==> config.mk <==
export PLATFORM = sky130hd
export DESIGN_NAME = alu_writeback_unit_flat
export DESIGN_NICKNAME = d
export VERILOG_FILES = /design/src/rtl/alu_pkg.sv /design/src/rtl/alu_writeback_unit_if.sv /design/src/rtl/alu_writeback_unit_mux2.sv /design/src/rtl/alu_writeback_unit.sv /design/src/flat_wrapper.sv
export SDC_FILE = /design/constraint.sdc
export NUM_CORES = 1
export LEC_CHECK = 0
export CORE_MARGIN = 4
export CORE_UTILIZATION = 30
export CTS_BUF_LIST = sky130_fd_sc_hd__clkbuf_8
export DETAILED_ROUTE_END_ITERATION = 10
export PLACE_DENSITY = 0.53
export SYNTH_ARGS = -nofsm -noshare
export SYNTH_HDL_FRONTEND = slang
export SYNTH_SLANG_ARGS = --single-unit
==> constraint.sdc <==
create_clock -name CLK -period 0.8 [get_ports CLK]
set_input_delay 0.16 -clock CLK [delete_from_list [all_inputs] [get_ports CLK]]
set_output_delay 0.16 -clock CLK [all_outputs]
set_load 0.03 [all_outputs]
==> src/rtl/alu_pkg.sv <==
// ALU opcodes and default widths shared by the
// execute slice and the ALU-control unit.
package alu_pkg;

  localparam int DEF_DATA_W = 32;
  localparam int DEF_REG_AW = 4;

  localparam logic [3:0] ALU_ADD   = 4'b0000;
  localparam logic [3:0] ALU_SUB   = 4'b0001;
  localparam logic [3:0] ALU_AND   = 4'b0010;
  localparam logic [3:0] ALU_OR    = 4'b0011;
  localparam logic [3:0] ALU_XOR   = 4'b0100;
  localparam logic [3:0] ALU_NOR   = 4'b0101;
  localparam logic [3:0] ALU_SLT   = 4'b0110;
  localparam logic [3:0] ALU_SLTU  = 4'b0111;
  localparam logic [3:0] ALU_SLL   = 4'b1000;
  localparam logic [3:0] ALU_SRL   = 4'b1001;
  localparam logic [3:0] ALU_SRA   = 4'b1010;
  localparam logic [3:0] ALU_PASSB = 4'b1011;
  localparam logic [3:0] ALU_NOTA  = 4'b1100;

endpackage

==> src/rtl/alu_writeback_unit_if.sv <==
// Operand/select inputs and registered results of
// the ALU writeback slice; slave = DUT side.
interface alu_writeback_unit_if
  import alu_pkg::*;
#(
  parameter int DATA_W = DEF_DATA_W,
  parameter int REG_AW = DEF_REG_AW
);

  logic [DATA_W-1:0] alu_input_a;
  logic [DATA_W-1:0] alu_input_b;
  logic [3:0]        alu_control;
  logic [DATA_W-1:0] extended_imm;
  logic              c_art_data;
  logic [REG_AW-1:0] dest_ar;
  logic [REG_AW-1:0] dest_t;
  logic              c_art_reg;
  logic [DATA_W-1:0] alu_output;
  logic              alu_cout;
  logic              alu_zero;
  logic [REG_AW-1:0] write_reg;
  logic [DATA_W-1:0] write_data;

  modport master (
    output alu_input_a, alu_input_b, alu_control,
    output extended_imm, c_art_data,
    output dest_ar, dest_t, c_art_reg,
    input  alu_output, alu_cout, alu_zero,
    input  write_reg, write_data
  );

  modport slave (
    input  alu_input_a, alu_input_b, alu_control,
    input  extended_imm, c_art_data,
    input  dest_ar, dest_t, c_art_reg,
    output alu_output, alu_cout, alu_zero,
    output write_reg, write_data
  );

endinterface

==> src/rtl/alu_writeback_unit_mux2.sv <==
// Generic 2:1 select: y = sel ? b : a.
// Ports: sel, a, b (WIDTH), y (WIDTH).
module mux2 #(
  parameter int WIDTH = 32
) (
  input  logic             sel,
  input  logic [WIDTH-1:0] a,
  input  logic [WIDTH-1:0] b,
  output logic [WIDTH-1:0] y
);

  assign y = sel ? b : a;

endmodule

==> src/rtl/alu_writeback_unit.sv <==
// Execute slice: 32-bit ALU, write-data/reg selects,
// one register stage. Ports: CLK, RESET (async low), bus.
module alu_writeback_unit
  import alu_pkg::*;
#(
  parameter int DATA_W = DEF_DATA_W,
  parameter int REG_AW = DEF_REG_AW
) (
  input logic CLK,
  input logic RESET,
  alu_writeback_unit_if.slave bus
);

  logic [DATA_W-1:0] a;
  logic [DATA_W-1:0] b;
  logic [DATA_W-1:0] res;
  logic              cout;
  logic [DATA_W:0]   sum;
  logic [DATA_W:0]   diff;
  logic [4:0]        shamt;
  logic [DATA_W-1:0] wd_sel;
  logic [REG_AW-1:0] wr_sel;

  assign a     = bus.alu_input_a;
  assign b     = bus.alu_input_b;
  assign shamt = b[4:0];
  assign sum   = {1'b0, a} + {1'b0, b};
  assign diff  = {1'b0, a} - {1'b0, b};

  always_comb begin
    res  = '0;
    cout = 1'b0;
    case (bus.alu_control)
      ALU_ADD: begin
        res  = sum[DATA_W-1:0];
        cout = sum[DATA_W];
      end
      ALU_SUB: begin
        res  = diff[DATA_W-1:0];
        // no borrow means a >= b unsigned
        cout = ~diff[DATA_W];
      end
      ALU_AND:   res = a & b;
      ALU_OR:    res = a | b;
      ALU_XOR:   res = a ^ b;
      ALU_NOR:   res = ~(a | b);
      ALU_SLT:
        res = {{(DATA_W-1){1'b0}},
               ($signed(a) < $signed(b))};
      ALU_SLTU:
        res = {{(DATA_W-1){1'b0}}, (a < b)};
      ALU_SLL:   res = a << shamt;
      ALU_SRL:   res = a >> shamt;
      ALU_SRA:   res = $signed(a) >>> shamt;
      ALU_PASSB: res = b;
      ALU_NOTA:  res = ~a;
      default: begin
        res  = '0;
        cout = 1'b0;
      end
    endcase
  end

  mux2 #(.WIDTH(DATA_W)) u_wd_mux (
    .sel (bus.c_art_data),
    .a   (res),
    .b   (bus.extended_imm),
    .y   (wd_sel)
  );

  mux2 #(.WIDTH(REG_AW)) u_wr_mux (
    .sel (bus.c_art_reg),
    .a   (bus.dest_ar),
    .b   (bus.dest_t),
    .y   (wr_sel)
  );

  always_ff @(posedge CLK or negedge RESET) begin
    if (!RESET) begin
      bus.alu_output <= '0;
      bus.alu_cout   <= 1'b0;
      bus.alu_zero   <= 1'b0;
      bus.write_reg  <= '0;
      bus.write_data <= '0;
    end else begin
      bus.alu_output <= res;
      bus.alu_cout   <= cout;
      bus.alu_zero   <= (res == '0);
      bus.write_reg  <= wr_sel;
      bus.write_data <= wd_sel;
    end
  end

endmodule

==> src/flat_wrapper.sv <==
// flat-port wrapper written by rule: the top's interface ports become plain ports
module alu_writeback_unit_flat import alu_pkg::*;
#(
  parameter int DATA_W = DEF_DATA_W,
  parameter int REG_AW = DEF_REG_AW
)
  (CLK, RESET, bus_alu_input_a, bus_alu_input_b, bus_alu_control, bus_extended_imm, bus_c_art_data, bus_dest_ar, bus_dest_t, bus_c_art_reg, bus_alu_output, bus_alu_cout, bus_alu_zero, bus_write_reg, bus_write_data);
  alu_writeback_unit_if #(.DATA_W(DATA_W), .REG_AW(REG_AW)) bus_i ();
  input logic CLK;
  input logic RESET;
  input wire logic [$bits(bus_i.alu_input_a)-1:0] bus_alu_input_a;
  input wire logic [$bits(bus_i.alu_input_b)-1:0] bus_alu_input_b;
  input wire logic [$bits(bus_i.alu_control)-1:0] bus_alu_control;
  input wire logic [$bits(bus_i.extended_imm)-1:0] bus_extended_imm;
  input wire logic [$bits(bus_i.c_art_data)-1:0] bus_c_art_data;
  input wire logic [$bits(bus_i.dest_ar)-1:0] bus_dest_ar;
  input wire logic [$bits(bus_i.dest_t)-1:0] bus_dest_t;
  input wire logic [$bits(bus_i.c_art_reg)-1:0] bus_c_art_reg;
  output wire logic [$bits(bus_i.alu_output)-1:0] bus_alu_output;
  output wire logic [$bits(bus_i.alu_cout)-1:0] bus_alu_cout;
  output wire logic [$bits(bus_i.alu_zero)-1:0] bus_alu_zero;
  output wire logic [$bits(bus_i.write_reg)-1:0] bus_write_reg;
  output wire logic [$bits(bus_i.write_data)-1:0] bus_write_data;
  assign bus_i.alu_input_a = bus_alu_input_a;
  assign bus_i.alu_input_b = bus_alu_input_b;
  assign bus_i.alu_control = bus_alu_control;
  assign bus_i.extended_imm = bus_extended_imm;
  assign bus_i.c_art_data = bus_c_art_data;
  assign bus_i.dest_ar = bus_dest_ar;
  assign bus_i.dest_t = bus_dest_t;
  assign bus_i.c_art_reg = bus_c_art_reg;
  assign bus_alu_output = bus_i.alu_output;
  assign bus_alu_cout = bus_i.alu_cout;
  assign bus_alu_zero = bus_i.alu_zero;
  assign bus_write_reg = bus_i.write_reg;
  assign bus_write_data = bus_i.write_data;
  alu_writeback_unit #(.DATA_W(DATA_W), .REG_AW(REG_AW)) u_core (.CLK(CLK), .RESET(RESET), .bus(bus_i));
endmodule
==> results of run 1 <==
[repair_timing]
action                                  CTS  global route
hold endpoints to repair                 70             0
gates resized for setup                 574           151
gates cloned                              2             0
setup buffers                           145            43
hold buffers                              1             0
pin swaps                               133           109
endpoints found under the setup margin  140           136
[worst min-delay path by stage]
| stage | to | slack, ns | cells after the start |
|---|---|---|---|
| after global placement | u_core.bus.alu_output[20] | 0.04 | 1 |
| final | u_core.bus.alu_output[24] | 0.23 | 2 |
| after global routing | u_core.bus.alu_output[24] | 0.23 | 2 |
| after detailed placement | u_core.bus.alu_output[20] | 0.03 | 1 |
| after CTS | u_core.bus.alu_output[24] | 0.21 | 2 |
| after floorplan | u_core.bus.alu_cout | -0.14 | 0 |
[power by group]
group / internal [mW] / switching, mW / leakage [nW] / total, mW
Sequential: 4.03 / 0.252 / 0.844 / 4.28
Clock: 1.61 / 1.24 / 0.102 / 2.85
Combinational: 8.88 / 9.32 / 9.49 / 18.2
[logic make-up after synthesis]
| kind of cell | synth area share (%) |
|---|---|
| AOI/OAI and AO/OA | 29.3 |
| xor gates and xnor gates | 0.777 |
| adders and majority gates | 10.7 |
| buffers and inverters | 8.16 |
| DFF | 14.1 |
| muxes | 17.5 |
| and+or+nand+nor | 19.4 |
[routing by layer]
layer,GRT usage (%),vias to the layer above,part of all wire [%]
li1,-,7734,-
met1,43.8,8535,41
met2,52.2,912,44
met3,3.70,210,7.5
met4,21.6,0,7.9
met5,0,-,0
[area by class of cell]
| cell class | count | area (um2) | share of cell area, % |
|---|---|---|---|
| repair buffers | 970 | 8450 | 36.4 |
| well taps | 532 | 666 | 2.87 |
| clock inverters | 4 | 55.1 | 0.237 |
| inverters | 97 | 408 | 1.76 |
| multi-input cells | 1296 | 11700 | 50.5 |
| diodes | 4 | 10.0 | 0.0431 |
| clock buffers | 11 | 151 | 0.652 |
| flip-flops and latches | 70 | 1750 | 7.54 |
[per-stage QoR]
step	std cells	cell area (um2)	setup slack (ns)	setup TNS, ns
6_report	2984	23200	-2.66	-141.93
5_1_grt	2983	23200	-2.83	-147.23
4_1_cts	2973	22600	-2.57	-140.29
3_5_place_dp	2826	19500	-3.45	-185.81
3_3_place_gp	2826	19500	-3.44	-183.05
2_1_floorplan	1587	12900	-2.59	-111.95
[placed cells by master, fill, tap and decap left out, drive strengths merged, types with 21 or more instances in the layout]
cell type        n
clkdlybuf4s50   48
dlygate4sd2     25
mux2            49
mux4            51
o21ai           99
buf            879
ha             103
nand2          148
nor3            31
mux2i           41
dfrtp           70
a31oi           24
inv             93
o211ai          30
a221oi          21
nor2           171
a211oi          29
a21oi          117
nand3           32
==> impl_metrics.toml, run 1 <==
[worst_setup_path]
arrival_ns = 3.70
cp-end-kind = "flip-flop"
slowest_stage = "or4bb_1"
timing.critical_path.from = "bus_alu_input_b[0]"
setup.worst_path.start_class = "input pin"
cp_max_fo = 6
cp_cell_sequence = "buf_12, buf_6, buf_4, mux2_4, a21oi_2, o22ai_1, a22o_1, nand2b_1, o31a_1, or4bb_1, or4_4, nor4_4, nand4b_1, nor4_2"
worst-path-stages = 14
path_class = "in2reg"
crit_buf_inv = 3
cp_slowest_stage_delay_ns = 0.55
crit_family = "simple AND/OR/NAND/NOR gates"
crit_end = "u_core.bus.alu_zero"
required_ns = 1.04

[timing]
slew_violations = 0
max_freq_mhz = 289
hold_slack_ns = 0.227
hold_viol_final = 0
slew_headroom_pct = 53.3
period_share_pct = 432
setup_viol = 136
rsz0062_at_grt = "yes"
worst_slew_pin_slew_ns = 0.695
final.setup.worst_slack_ns = -2.66
period_minus_slack_ns = 3.46

[logic_synthesis]
ys_ff_latch = 70
synth_top_area_share_pct = 14.1
synth_nets = 1804
synthTopCellsByArea = "dfrtp_1 14%, ha_1 10%, mux4_2 7.6%"
synth-edff-count = 0
ys_seq_area_share_pct = 14.1
yosys.area.top_type = "dfrtp_1"
synth_cells = 1587
syn_area_um2 = 12400
netlist_top_cells_count = "171 x nor2_1, 148 x nand2_1, 117 x a21oi_1, 103 x ha_1, 98 x o21ai_0"
yosys_warnings = 0
synthDistinctLibCells = 95
synth_area_per_cell_um2 = 7.82
ys.flop_type = "dfrtp_1"
yosysMostFrequentCell = "nor2_1"
synthArstFlopShare_pct = 100

[power]
p_leak_nw = 10.4
power_mw = 25.3
ir_drop_uv = 747
p_per_area_nw_per_um2 = 1090

[detailed_routing]
wl_per_cell_um = 26.3
drcViolationCount = 0
drt-total-wl_mm = 78.4
ant_nets = 0
num_vias = 17400
first_pass_iters = 5
drt_iter0_drc = 1698
via_per_inst = 5.83

[run_status]
status = "complete, but fails checks"
violations = "negative setup slack"

[layout]
finish.utilization_pct = 56.9
drive_above_1_share_pct = 54.3
nFillCells = 3730
finalNetCount = 2661
areaGrowthSynthToFinish_pct = 87.3

[global_routing]
grt_max_degree = 31
grt_first_pass_wirelength_mm = 113
antenna_found_initial = 2
grt_overflow = 0
grt_usage_pct = 33.4
grt_pass1_vias = 17400

[clock_network]
clockBufferDepth = 2
cts_buffers = 9
cts_max_level = 3
numClockSinks = 70
cts_root_buf = "clkbuf_8"
path_clk_slew_ns = 0.07
cts_tree = "built"

[place]
dp_hpwl_mm = 62.3
place.gp.congestion = 1.05
port_buffers = 181

[die]
die_x_um = 211
rows = 74
die_h_um = 211
io_pins = 182
dieArea_um2 = 44700
initial_utilization_pct = 30.4
core_um2 = 40800

[min_path]
hp-class = "in2async"

[job]
cap_violations = 0
(Power assumes the default switching activity.)
==> run 2, diff against run 1 <==
Settings changed: DONT_BUFFER_PORTS from default to 1, HOLD_SLACK_MARGIN from default to 0.1, PLACE_DENSITY 0.53 to 0.48.
==> impl_metrics.toml, run 2 (synthesis results as in run 1) <==
[timing]
period_share_pct = 414
hold_viol_final = 91
worst_slew_pin_slew_ns = 0.712
slew_headroom_pct = 51.8
setup_viol = 136
slew_violations = 0
final.setup.worst_slack_ns = -2.51
setup_tns_ns = -125.78
period_minus_slack_ns = 3.31
hold_slack_ns = -0.483
rsz0062_at_grt = "yes"
max_freq_mhz = 302

[detailed_routing]
num_vias = 15600
drt_iter0_drc = 1805
via_per_inst = 6.03
drcViolationCount = 0
first_pass_iters = 6
drt-total-wl_mm = 69.9
ant_nets = 0
wl_per_cell_um = 27.0

[worst_setup_path]
cp_common_cell = "buf_6"
slowest_stage = "or4_1"
crit_family = "simple AND/OR/NAND/NOR gates"
path_class = "in2reg"
cp_cell_sequence = "ha_4, fa_2, o21ba_4, or4_4, buf_6, a21oi_4, buf_6, nor4b_4, o41ai_2, o221ai_1, a21bo_2, nand3_4, or4_1, nor4_4"
cp_slowest_stage_delay_ns = 0.57
arrival_ns = 3.55
cp-end-kind = "flip-flop"
required_ns = 1.04
cp_max_fo = 80
setup.worst_path.start_class = "input pin"
crit_buf_inv = 2
timing.critical_path.from = "bus_alu_input_b[0]"

[global_routing]
antenna_found_initial = 3
grt_overflow = 0
grt_max_degree = 81
grt_pass1_vias = 15400
grt_first_pass_wirelength_mm = 101
grt_usage_pct = 29.8

[power]
power_mw = 20.6
combPwrFrac_pct = 58.6
p_leak_nw = 8.13
intPower_mw = 12.0
seq_power_share_pct = 26.3
ir_drop_uv = 1050
p_sw_share_pct = 41.8
p_sw_mw = 8.59
p_per_area_nw_per_um2 = 1100
p_clk_share_pct = 15.1

[clock_network]
cts_hold_buf = 40
cts_root_buf = "clkbuf_8"
cts_max_level = 3
cts_tree = "built"
path_clk_slew_ns = 0.07
numClockSinks = 70
cts_buffers = 9
clockBufferDepth = 2

[place]
dpl_worst_slack_ns = -2.97
port_buffers = 0
dp_hpwl_mm = 55.0
place.gp.congestion = 1.05
post_dp_cell_area_um2 = 16600

[run_status]
status = "complete, but fails checks"
violations = "negative hold slack, negative setup slack"

[die]
dieArea_um2 = 44700
rows = 74
initial_utilization_pct = 30.4
die_x_um = 211
io_pins = 182
die_h_um = 211
core_um2 = 40800

[layout]
final_common_cell = "buf_4"
drive_above_1_share_pct = 43.4
fin_area_um2 = 18600
finalNetCount = 2271
areaGrowthSynthToFinish_pct = 50.3
nFillCells = 3955
mostFrequentLayoutCells = "502 x buf_4, 162 x nor2_1, 143 x nand2_1"

[min_path]
hp-class = "in2async"

[job]
cap_violations = 0
run 2: worst max path at each step:
stage | to | slack (ns) | cells after the start
floorplan | u_core.bus.alu_zero | -2.59 | 16
global placement | u_core.bus.alu_zero | -2.90 | 14
detailed placement | u_core.bus.alu_zero | -2.97 | 14
CTS | u_core.bus.alu_zero | -2.44 | 15
global route | u_core.bus.alu_zero | -2.56 | 14
finish | u_core.bus.alu_zero | -2.51 | 14
run 2: per-layer routing:
layer	global-route usage [%]	vias up	routed length (um)
li1	-	6959	-
met1	39.0	7593	28400
met2	48.1	893	31100
met3	5.36	194	6590
met4	13.4	2	3830
met5	0	-	13
run 2: power by group through the flow:
stage | clock network (mW) | logic (mW) | registers (mW)
6_report | 3.11 | 12.0 | 5.40
5_1_grt | 3.32 | 12.7 | 5.46
3_3_place_gp | 0 | 10.2 | 5.35
4_1_cts | 3.17 | 11.2 | 5.40
3_5_place_dp | 0 | 10.3 | 5.35
2_1_floorplan | 0 | 5.68 | 5.26
run 2: cell type report:
cell class / instances / area (um2) / area share (%)
inverter: 97 / 409 / 2.20
clock inverter: 6 / 86.3 / 0.463
antenna: 1 / 2.50 / 0.0134
sequential: 70 / 1840 / 9.86
tap: 532 / 666 / 3.57
timing repair buffer: 579 / 4640 / 24.9
multi-input combinational: 1297 / 10900 / 58.3
clock buffer: 10 / 138 / 0.738
run 2: per-stage QoR:
step / instances / utilization [%]
after global routing: 2591 / 45.6
after detailed placement: 2505 / 40.7
after floorplan: 1587 / -
final: 2592 / 45.6
after CTS: 2577 / 44.3
after global placement: 2505 / 40.7
run 2: timing repair:
item                       CTS  global route
pin swaps                   58            59
gates resized for setup    196            85
setup buffers               30            29
hold endpoints to repair   109           109
setup endpoints to repair  136           136
gates cloned                 1             0
